===== config.mk =====
export PLATFORM = sky130hd
export DESIGN_NAME = systolic_feed_ctrl_flat
export DESIGN_NICKNAME = d
export VERILOG_FILES = /design/src/rtl/systolic_feed_ctrl_if.sv /design/src/rtl/systolic_feed_ctrl.sv /design/src/flat_wrapper.sv
export SDC_FILE = /design/constraint.sdc
export NUM_CORES = 1
export LEC_CHECK = 0
export BUFFER_PORTS_ARGS = -buffer_cell sky130_fd_sc_hd__buf_4
export CORE_AREA = 2 2 408 410
export CTS_BUF_LIST = sky130_fd_sc_hd__clkbuf_8
export DETAILED_ROUTE_END_ITERATION = 12
export DIE_AREA = 0 0 410 412
export PLACE_DENSITY = 0.3
export SYNTH_ARGS = -nofsm -noshare
export SYNTH_HDL_FRONTEND = slang
export SYNTH_SLANG_ARGS = --single-unit

===== constraint.sdc =====
create_clock -name clk -period 3.2 [get_ports clk]
set_input_delay 0.16 -clock clk [delete_from_list [all_inputs] [get_ports clk]]
set_output_delay 0.16 -clock clk [all_outputs]
set_load 0.05 [all_outputs]

===== src/rtl/systolic_feed_ctrl_if.sv =====
// ---------------------------------------------------------------------------
// systolic_feed_ctrl_if
// Bundles the source beat handshake and the input-parser drive signals used by
// systolic_feed_ctrl.
//   src_valid  : source beat available
//   src_ready  : controller accepts a beat this cycle
//   src_data   : {port-1 vector, port-0 vector}, SIZE lanes of DATA_WIDTH each
//   par_enable : shift enable to the input parser
//   par_tile   : tile select to the input parser (constant for a job)
//   par_in_0   : parser port-0 data
//   par_in_1   : parser port-1 data
// Modports:
//   slave  : the controller's view (consumes source beats, drives the parser)
//   master : the environment's view (produces source beats, observes parser)
// ---------------------------------------------------------------------------
interface systolic_feed_ctrl_if #(
  parameter int SIZE       = 16,
  parameter int DATA_WIDTH = 16
);

  logic                           src_valid;
  logic                           src_ready;
  logic [2*SIZE*DATA_WIDTH-1:0]   src_data;
  logic                           par_enable;
  logic                           par_tile;
  logic [SIZE*DATA_WIDTH-1:0]     par_in_0;
  logic [SIZE*DATA_WIDTH-1:0]     par_in_1;

  modport slave (
    input  src_valid,
    input  src_data,
    output src_ready,
    output par_enable,
    output par_tile,
    output par_in_0,
    output par_in_1
  );

  modport master (
    output src_valid,
    output src_data,
    input  src_ready,
    input  par_enable,
    input  par_tile,
    input  par_in_0,
    input  par_in_1
  );

endinterface


===== src/rtl/systolic_feed_ctrl.sv =====
// ---------------------------------------------------------------------------
// systolic_feed_ctrl
// Feeds a SIZE x SIZE systolic array input parser from a streaming source.
// A job loads k_len source beats into the parser (stalling the parser
// shifters whenever the source stalls), then flushes zeros through the skew
// so the last beat reaches the far edge of the array, then pulses done.
// In tiled mode (4 x 8x8) both parser ports carry data and the skew is only
// half as deep, so the flush is shorter.
//
// Ports:
//   clk       : clock, all state on rising edge
//   rst_n     : asynchronous active-low reset, aborts any job
//   start     : one-cycle job request, honoured only when idle
//   k_len     : number of source beats in the job (0 = empty job)
//   tile_req  : 0 = one 16x16 job, 1 = tiled 4x(8x8) job
//   bus       : source handshake + parser drive (slave modport)
//   busy      : registered, high from job acceptance through the done cycle
//   done      : one-cycle pulse at job end
// ---------------------------------------------------------------------------
module systolic_feed_ctrl #(
  parameter int SIZE       = 16,
  parameter int DATA_WIDTH = 16,
  parameter int KW         = 8
) (
  input  logic                  clk,
  input  logic                  rst_n,
  input  logic                  start,
  input  logic [KW-1:0]         k_len,
  input  logic                  tile_req,
  systolic_feed_ctrl_if.slave   bus,
  output logic                  busy,
  output logic                  done
);

  localparam int VW = SIZE * DATA_WIDTH;
  // Wide enough to hold 2*SIZE-1, the longest flush.
  localparam int FW = $clog2(2 * SIZE);

  localparam logic [FW-1:0] FLUSH_LAST_FULL = FW'(2 * SIZE - 2);
  localparam logic [FW-1:0] FLUSH_LAST_TILE = FW'(SIZE - 2);

  localparam logic [1:0] IDLE  = 2'd0;
  localparam logic [1:0] LOAD  = 2'd1;
  localparam logic [1:0] FLUSH = 2'd2;
  localparam logic [1:0] DONE  = 2'd3;

  logic [1:0]    state;
  logic [1:0]    state_nxt;
  logic [KW-1:0] k_q;
  logic [KW-1:0] beat_cnt;
  logic [FW-1:0] flush_cnt;
  logic          tile_q;
  logic          busy_q;

  logic          xfer;
  logic          last_beat;
  logic          flush_end;
  logic [FW-1:0] flush_last;

  assign xfer       = (state == LOAD) && bus.src_valid;
  // k_q is never 0 in LOAD, so k_q-1 cannot underflow; comparing against
  // k_q-1 keeps the count inside KW bits even for k_len = 2^KW-1.
  assign last_beat  = xfer && (beat_cnt == (k_q - 1'b1));
  assign flush_last = tile_q ? FLUSH_LAST_TILE : FLUSH_LAST_FULL;
  assign flush_end  = (state == FLUSH) && (flush_cnt == flush_last);

  always_comb begin
    state_nxt = state;
    case (state)
      IDLE:    if (start) state_nxt = (k_len == '0) ? DONE : LOAD;
      LOAD:    if (last_beat) state_nxt = FLUSH;
      FLUSH:   if (flush_end) state_nxt = DONE;
      DONE:    state_nxt = IDLE;
      default: state_nxt = IDLE;
    endcase
  end

  // Control state: FSM, counters, latched job parameters
  always_ff @(posedge clk or negedge rst_n) begin
    if (!rst_n) begin
      state     <= IDLE;
      busy_q    <= 1'b0;
      k_q       <= '0;
      tile_q    <= 1'b0;
      beat_cnt  <= '0;
      flush_cnt <= '0;
    end else begin
      state  <= state_nxt;
      busy_q <= (state_nxt != IDLE);
      if ((state == IDLE) && start) begin
        k_q      <= k_len;
        tile_q   <= tile_req;
        beat_cnt <= '0;
      end else if (xfer) begin
        beat_cnt <= beat_cnt + 1'b1;
      end
      if (last_beat) begin
        flush_cnt <= '0;
      end else if (state == FLUSH) begin
        flush_cnt <= flush_cnt + 1'b1;
      end
    end
  end

  // Parser drive is a pure decode of state so that reset clears it at once.
  // In LOAD the enable follows src_valid, freezing the skew on source stalls.
  always_comb begin
    bus.src_ready  = 1'b0;
    bus.par_enable = 1'b0;
    bus.par_in_0   = '0;
    bus.par_in_1   = '0;
    if (state == LOAD) begin
      bus.src_ready  = 1'b1;
      bus.par_enable = bus.src_valid;
      bus.par_in_0   = bus.src_data[VW-1:0];
      if (tile_q) bus.par_in_1 = bus.src_data[2*VW-1:VW];
    end else if (state == FLUSH) begin
      bus.par_enable = 1'b1;
    end
  end

  assign bus.par_tile = tile_q;
  assign busy         = busy_q;
  assign done         = (state == DONE);

endmodule


===== src/flat_wrapper.sv =====
// flat-port wrapper written by rule: the top's interface ports become plain ports
module systolic_feed_ctrl_flat 
#(
  parameter int SIZE       = 16,
  parameter int DATA_WIDTH = 16,
  parameter int KW         = 8
)
  (clk, rst_n, start, k_len, tile_req, busy, done, bus_src_valid, bus_src_data, bus_src_ready, bus_par_enable, bus_par_tile, bus_par_in_0, bus_par_in_1);
  systolic_feed_ctrl_if #(.SIZE(SIZE), .DATA_WIDTH(DATA_WIDTH)) bus_i ();
  input  logic clk;
  input  logic rst_n;
  input  logic start;
  input  logic [KW-1:0] k_len;
  input  logic tile_req;
  output logic busy;
  output logic done;
  input wire logic [$bits(bus_i.src_valid)-1:0] bus_src_valid;
  input wire logic [$bits(bus_i.src_data)-1:0] bus_src_data;
  output wire logic [$bits(bus_i.src_ready)-1:0] bus_src_ready;
  output wire logic [$bits(bus_i.par_enable)-1:0] bus_par_enable;
  output wire logic [$bits(bus_i.par_tile)-1:0] bus_par_tile;
  output wire logic [$bits(bus_i.par_in_0)-1:0] bus_par_in_0;
  output wire logic [$bits(bus_i.par_in_1)-1:0] bus_par_in_1;
  assign bus_i.src_valid = bus_src_valid;
  assign bus_i.src_data = bus_src_data;
  assign bus_src_ready = bus_i.src_ready;
  assign bus_par_enable = bus_i.par_enable;
  assign bus_par_tile = bus_i.par_tile;
  assign bus_par_in_0 = bus_i.par_in_0;
  assign bus_par_in_1 = bus_i.par_in_1;
  systolic_feed_ctrl #(.SIZE(SIZE), .DATA_WIDTH(DATA_WIDTH), .KW(KW)) u_core (.clk(clk), .rst_n(rst_n), .start(start), .k_len(k_len), .tile_req(tile_req), .bus(bus_i), .busy(busy), .done(done));
endmodule

# After elaboration in Yosys (flattened, before gate mapping)
# Cells that the tools add are included.
[op_classes]
add_sub_neg = 3
eq_ne = 5
mux = 16
reduce_logical = 9
[op_table]
columns = ["cell", "count"]
rows = [
  ["256-bit two-way mux", 3],
  ["8-bit two-way mux", 2],
  ["5-bit two-way mux", 3],
  ["8-bit by 1-bit adder with 8-bit output (second input constant)", 1],
  ["8-bit == test", 1],
  ["8-bit logical NOT", 1],
  ["2-bit two-way mux", 4],
  ["2-bit case mux with 4 select lines", 1],
  ["8-bit by 1-bit subtractor with 8-bit output (second input constant)", 1],
  ["2-bit nonzero test", 3],
  ["5-bit by 1-bit adder with 5-bit output (second input constant)", 1],
  ["5-bit == test", 1],
  ["2-bit == test (second input constant)", 2],
  ["1-bit logical AND", 4],
  ["1-bit two-way mux", 3],
  ["2-bit by 1-bit == test with 1-bit output (second input constant)", 1],
  ["2-bit logical NOT", 1],
]
[word_totals]
reg_bits = 25
inputBits = 525

# Logic depth before layout (Yosys ltp)
[depth]
ltp_word = 6
depth_mapped = 7
depth_no_buf = 7

# Worst setup path after synthesis
# No wires, ideal clock.
[synth_timing]
kind = "reg-to-output"
from = "reg u_core.tile_q (netlist: u_core.bus.par_tile)"
to = "out bus_par_in_1[100]"
slack_ps = 1226
arrival_ps = 1814
path_stages_with_launch = 5
cell_sequence = "dfrtp_1 -> clkbuf_1 -> clkbuf_1 -> clkbuf_1 -> and3_1"
[synth_between]
elab_chain_len = 2
[synth_rtl]
columns = ["item", "line_no", "source"]
rows = [
  ["start: declaration", "systolic_feed_ctrl.sv:52", "logic tile_q;"],
  ["start signal: assignment", "systolic_feed_ctrl.sv:92", "tile_q <= tile_req;"],
  ["256-bit two-way mux", "systolic_feed_ctrl.sv:116", "if (tile_q) bus.par_in_1 = bus.src_data[2*VW-1:VW];"],
  ["256-bit two-way mux", "systolic_feed_ctrl.sv:112", "if (state == LOAD) begin"],
  ["end: declaration", "flat_wrapper.sv:23", "output wire logic [$bits(bus_i.par_in_1)-1:0] bus_par_in_1;"],
]
# Every way passes these cells.

# Worst setup path after layout
[layout_timing]
from = "reg u_core.state[1]"
to = "out bus_par_in_1[86]"
[layout_between]
elab_chain_len = 2
[layout_rtl]
columns = ["item", "line_no", "source"]
rows = [
  ["start: declaration", "systolic_feed_ctrl.sv:47", "logic [1:0] state;"],
  ["start signal: assignment", "systolic_feed_ctrl.sv:88", "state <= state_nxt;"],
  ["2-bit by 1-bit == test with 1-bit output", "systolic_feed_ctrl.sv:112", ""],
  ["256-bit two-way mux", "systolic_feed_ctrl.sv:112", ""],
]
# Every way passes these cells.

==> results.py <==
metrics = {
    "place": {
        "io_buffers": 1041,
        "routabilityCongestion": 0.9316,
        "hpwl_um": 119500,
        "dpl_worst_slack_ns": 1.013,
    },
    "global_route": {
        "grt_usage_pct": 14.40,
        "grt_antenna_before_repair": 182,
        "grt-ovfl-total": 0,
        "grt_max_degree": 115,
        "grt_pass1_vias": 9642,
        "grt_pass1_wl_um": 149500,
    },
    "synth": {
        "syn_area_um2": 4876,
        "synthTopCellsByCount": "and3_1 (259), and2_1 (257), clkbuf_1 (88), dfrtp_1 (25), nor2_1 (16)",
        "synth-edff-count": 0,
        "synth.area.top_cells": "and3_1 (33%), and2_1 (33%), dfrtp_1 (13%)",
        "synth.top_cell.area_share_pct": 33.23,
        "synth_top_area_cell": "and3_1",
        "yosysSeqAreaShare_pct": 12.83,
        "ys_warn_count": 0,
        "synth.distinct_cells": 32,
        "syn_area_per_cell_um2": 6.707,
        "ys.flop_type": "dfrtp_1",
        "syn-num-nets": 1256,
        "yosysMostFrequentCell": "and3_1",
        "ys_ff_latch": 25,
        "synth-async-reset-ratio_pct": 100.0,
        "synth_cells": 727,
    },
    "setup_path": {
        "rr_startpoint": "u_core.k_q[0]",
        "required_ns": 3.04,
        "worst_r2r_endpoint": "u_core.state[0]",
        "cp_data_arrival_time_ns": 2.30,
        "startpoint_type": "register",
        "worstSetupPathType": "reg -> out",
        "r2r_cells": 7,
        "r2r_slack_ns": 0.99,
        "cp-end-kind": "output pin",
        "cp_max_fo": 98,
    },
    "finish": {
        "area_growth_pct": 216.7,
        "final_nets": 2227,
        "fillers": 19360,
        "drive_above_1_share_pct": 62.99,
    },
    "drt": {
        "drt_wl_total_um": 129200,
        "vias_per_cell": 2.641,
        "drc_errors": 0,
        "antenna_left": 0,
        "drt-initial-drc-count": 640,
        "avgRoutedWirePerCell_um": 32.93,
        "dr.pass1.iters": 4,
        "via_count": 10360,
    },
    "timing": {
        "finalHoldViolations": 0,
        "fin_ws_ns": 0.7404,
        "setup_violations": 0,
        "post-route-period-util_pct": 76.86,
        "worst_slew_pin_slew_ns": 0.6390,
        "min_period_ns": 2.460,
        "rsz0062_at_grt": "no",
        "drv_slew": 0,
        "skew_ns": 0.004662,
        "fmax_mhz": 406.6,
        "max_slew_margin_pct": 57.32,
        "fin_tns_setup_ns": 0,
    },
    "power_and_ir_drop": {
        "power.density_nw_per_um2": 871.9,
        "power_mw": 13.47,
        "leakagePower_nw": 7.818,
        "ir_worst_vdd_mv": 0.3151,
    },
    "status": {
        "outcome": "finished clean",
    },
    "floorplan": {
        "initial_utilization_pct": 2.969,
        "rows": 149,
        "dieArea_um2": 168900,
        "fp.coreArea_um2": 164200,
        "die_w_um": 410,
        "dieHeight_um": 412,
        "io_pins": 1042,
    },
    "clock_tree": {
        "cts_tree": "built",
        "numClockSinks": 25,
        "root_buffer": "clkbuf_8",
        "cts_buffer_depth": 2,
        "h-tree-depth": 1,
        "clk_pin_slew_worst_paths_ns": 0.09,
        "clk_latency_ns": 0.28,
        "numCtsBuffers": 3,
    },
    "hold_path": {
        "hold_path_end": "u_core.k_q[0]",
        "hold_depth": 3,
        "hold_class": "in -> reg",
        "hold_start": "k_len[0]",
    },
    "job": {
        "max_cap_violations": 0,
    },
}
[critical path, stage by stage, from the launching register on]
cell	delay, ns
dfrtp_1	0.44
nand2b_1	0.27
inv_8	0.25
buf_12	0.35
buf_4	0.23
and3_1	0.17
buf_4	0.20
[sequential cells by signal, indices dropped and copies added, names as in the netlist]
register             cells
u_core.busy              1
u_core.flush_cnt         5
u_core.bus.par_tile      1
u_core.beat_cnt          8
u_core.state             2
u_core.k_q               8
[stage by stage]
stage / hold slack [ns] / util, % / area, µm² / cells
finish: 0.1011 / 9.403 / 15440 / 3923
global route: 0.1061 / 9.360 / 15370 / 3895
CTS: 0.1048 / 9.346 / 15350 / 3886
detailed placement: 0.09951 / 9.313 / 15300 / 3881
global placement: 0.1057 / 9.313 / 15300 / 3881
floorplan: -0.1356 / - / 4876 / 727
[cells in the final DEF (no fill, tap or decap), types with 3 or more instances in the layout]
| master | synthesis | final |
|---|---|---|
| buf_4 | 1 | 1048 |
| and3_1 | 259 | 259 |
| and2_1 | 257 | 257 |
| diode_2 | 0 | 37 |
| dfrtp_1 | 25 | 24 |
| nor2_1 | 16 | 16 |
| xor2_1 | 14 | 14 |
| xnor2_1 | 8 | 8 |
| mux2_2 | 7 | 7 |
| buf_12 | 0 | 7 |
| nand2_1 | 6 | 6 |
| nand2b_1 | 5 | 5 |
| inv_1 | 3 | 4 |
| nand4_1 | 4 | 4 |
| nor3_1 | 4 | 4 |
| ha_1 | 4 | 4 |
| nand3b_1 | 3 | 3 |
| nor4_1 | 3 | 3 |
| o21ai_0 | 3 | 3 |
| clkbuf_8 | 0 | 3 |
[metal layers]
| metal | vias to the layer above | global-route usage [%] | part of all wire, % |
|---|---|---|---|
| li1 | 4399 | - | - |
| met4 | 12 | 1.439 | 1.4 |
| met2 | 845 | 25.60 | 50 |
| met1 | 4874 | 16.02 | 37 |
| met5 | - | 0 | 0.055 |
| met3 | 232 | 6.782 | 12 |
[report_power, final]
| group | internal (mW) | leakage (nW) | switching (mW) |
|---|---|---|---|
| Combinational | 3.49 | 7.49 | 9.09 |
| Clock | 0.0864 | 0.0271 | 0.113 |
| Sequential | 0.440 | 0.296 | 0.242 |
[logic make-up after synthesis]
| family | share of synthesized area [%] |
|---|---|
| mux | 1.617 |
| fa+ha+maj | 1.026 |
| simple gates | 70.98 |
| flops | 12.83 |
| xor+xnor | 3.952 |
| buf+inv | 7.339 |
| compound gates | 2.258 |
[what timing repair did]
item / in CTS / in global routing
setup buffers: 0 / 0
hold buffers: 1 / 0
gates resized for setup: 0 / 0
hold endpoints to repair: 25 / 0
[final cells by class]
type	count	area (µm²)	area share, %
clock inverter	1	3.754	0.02431
tap	2189	2739	17.73
timing repair buffer	1056	8018	51.92
antenna	37	92.59	0.5995
inverter	4	22.52	0.1458
multi-input combinational	608	3897	25.24
clock buffer	3	41.29	0.2674
sequential	25	629.4	4.075
[worst max path at each step]
stage	depth (start not counted)	end	slack, ns	startpoint
finish	6	bus_par_in_1[86]	0.74	u_core.state[1]
global route	6	bus_par_in_1[36]	0.60	u_core.state[1]
CTS	6	bus_par_in_1[86]	0.73	u_core.state[1]
detailed placement	7	u_core.flush_cnt[3]	1.01	u_core.k_q[0]
global placement	7	u_core.state[0]	0.82	u_core.k_q[0]
floorplan	4	bus_par_in_1[100]	1.23	u_core.bus.par_tile
(Power assumes the default switching activity.)
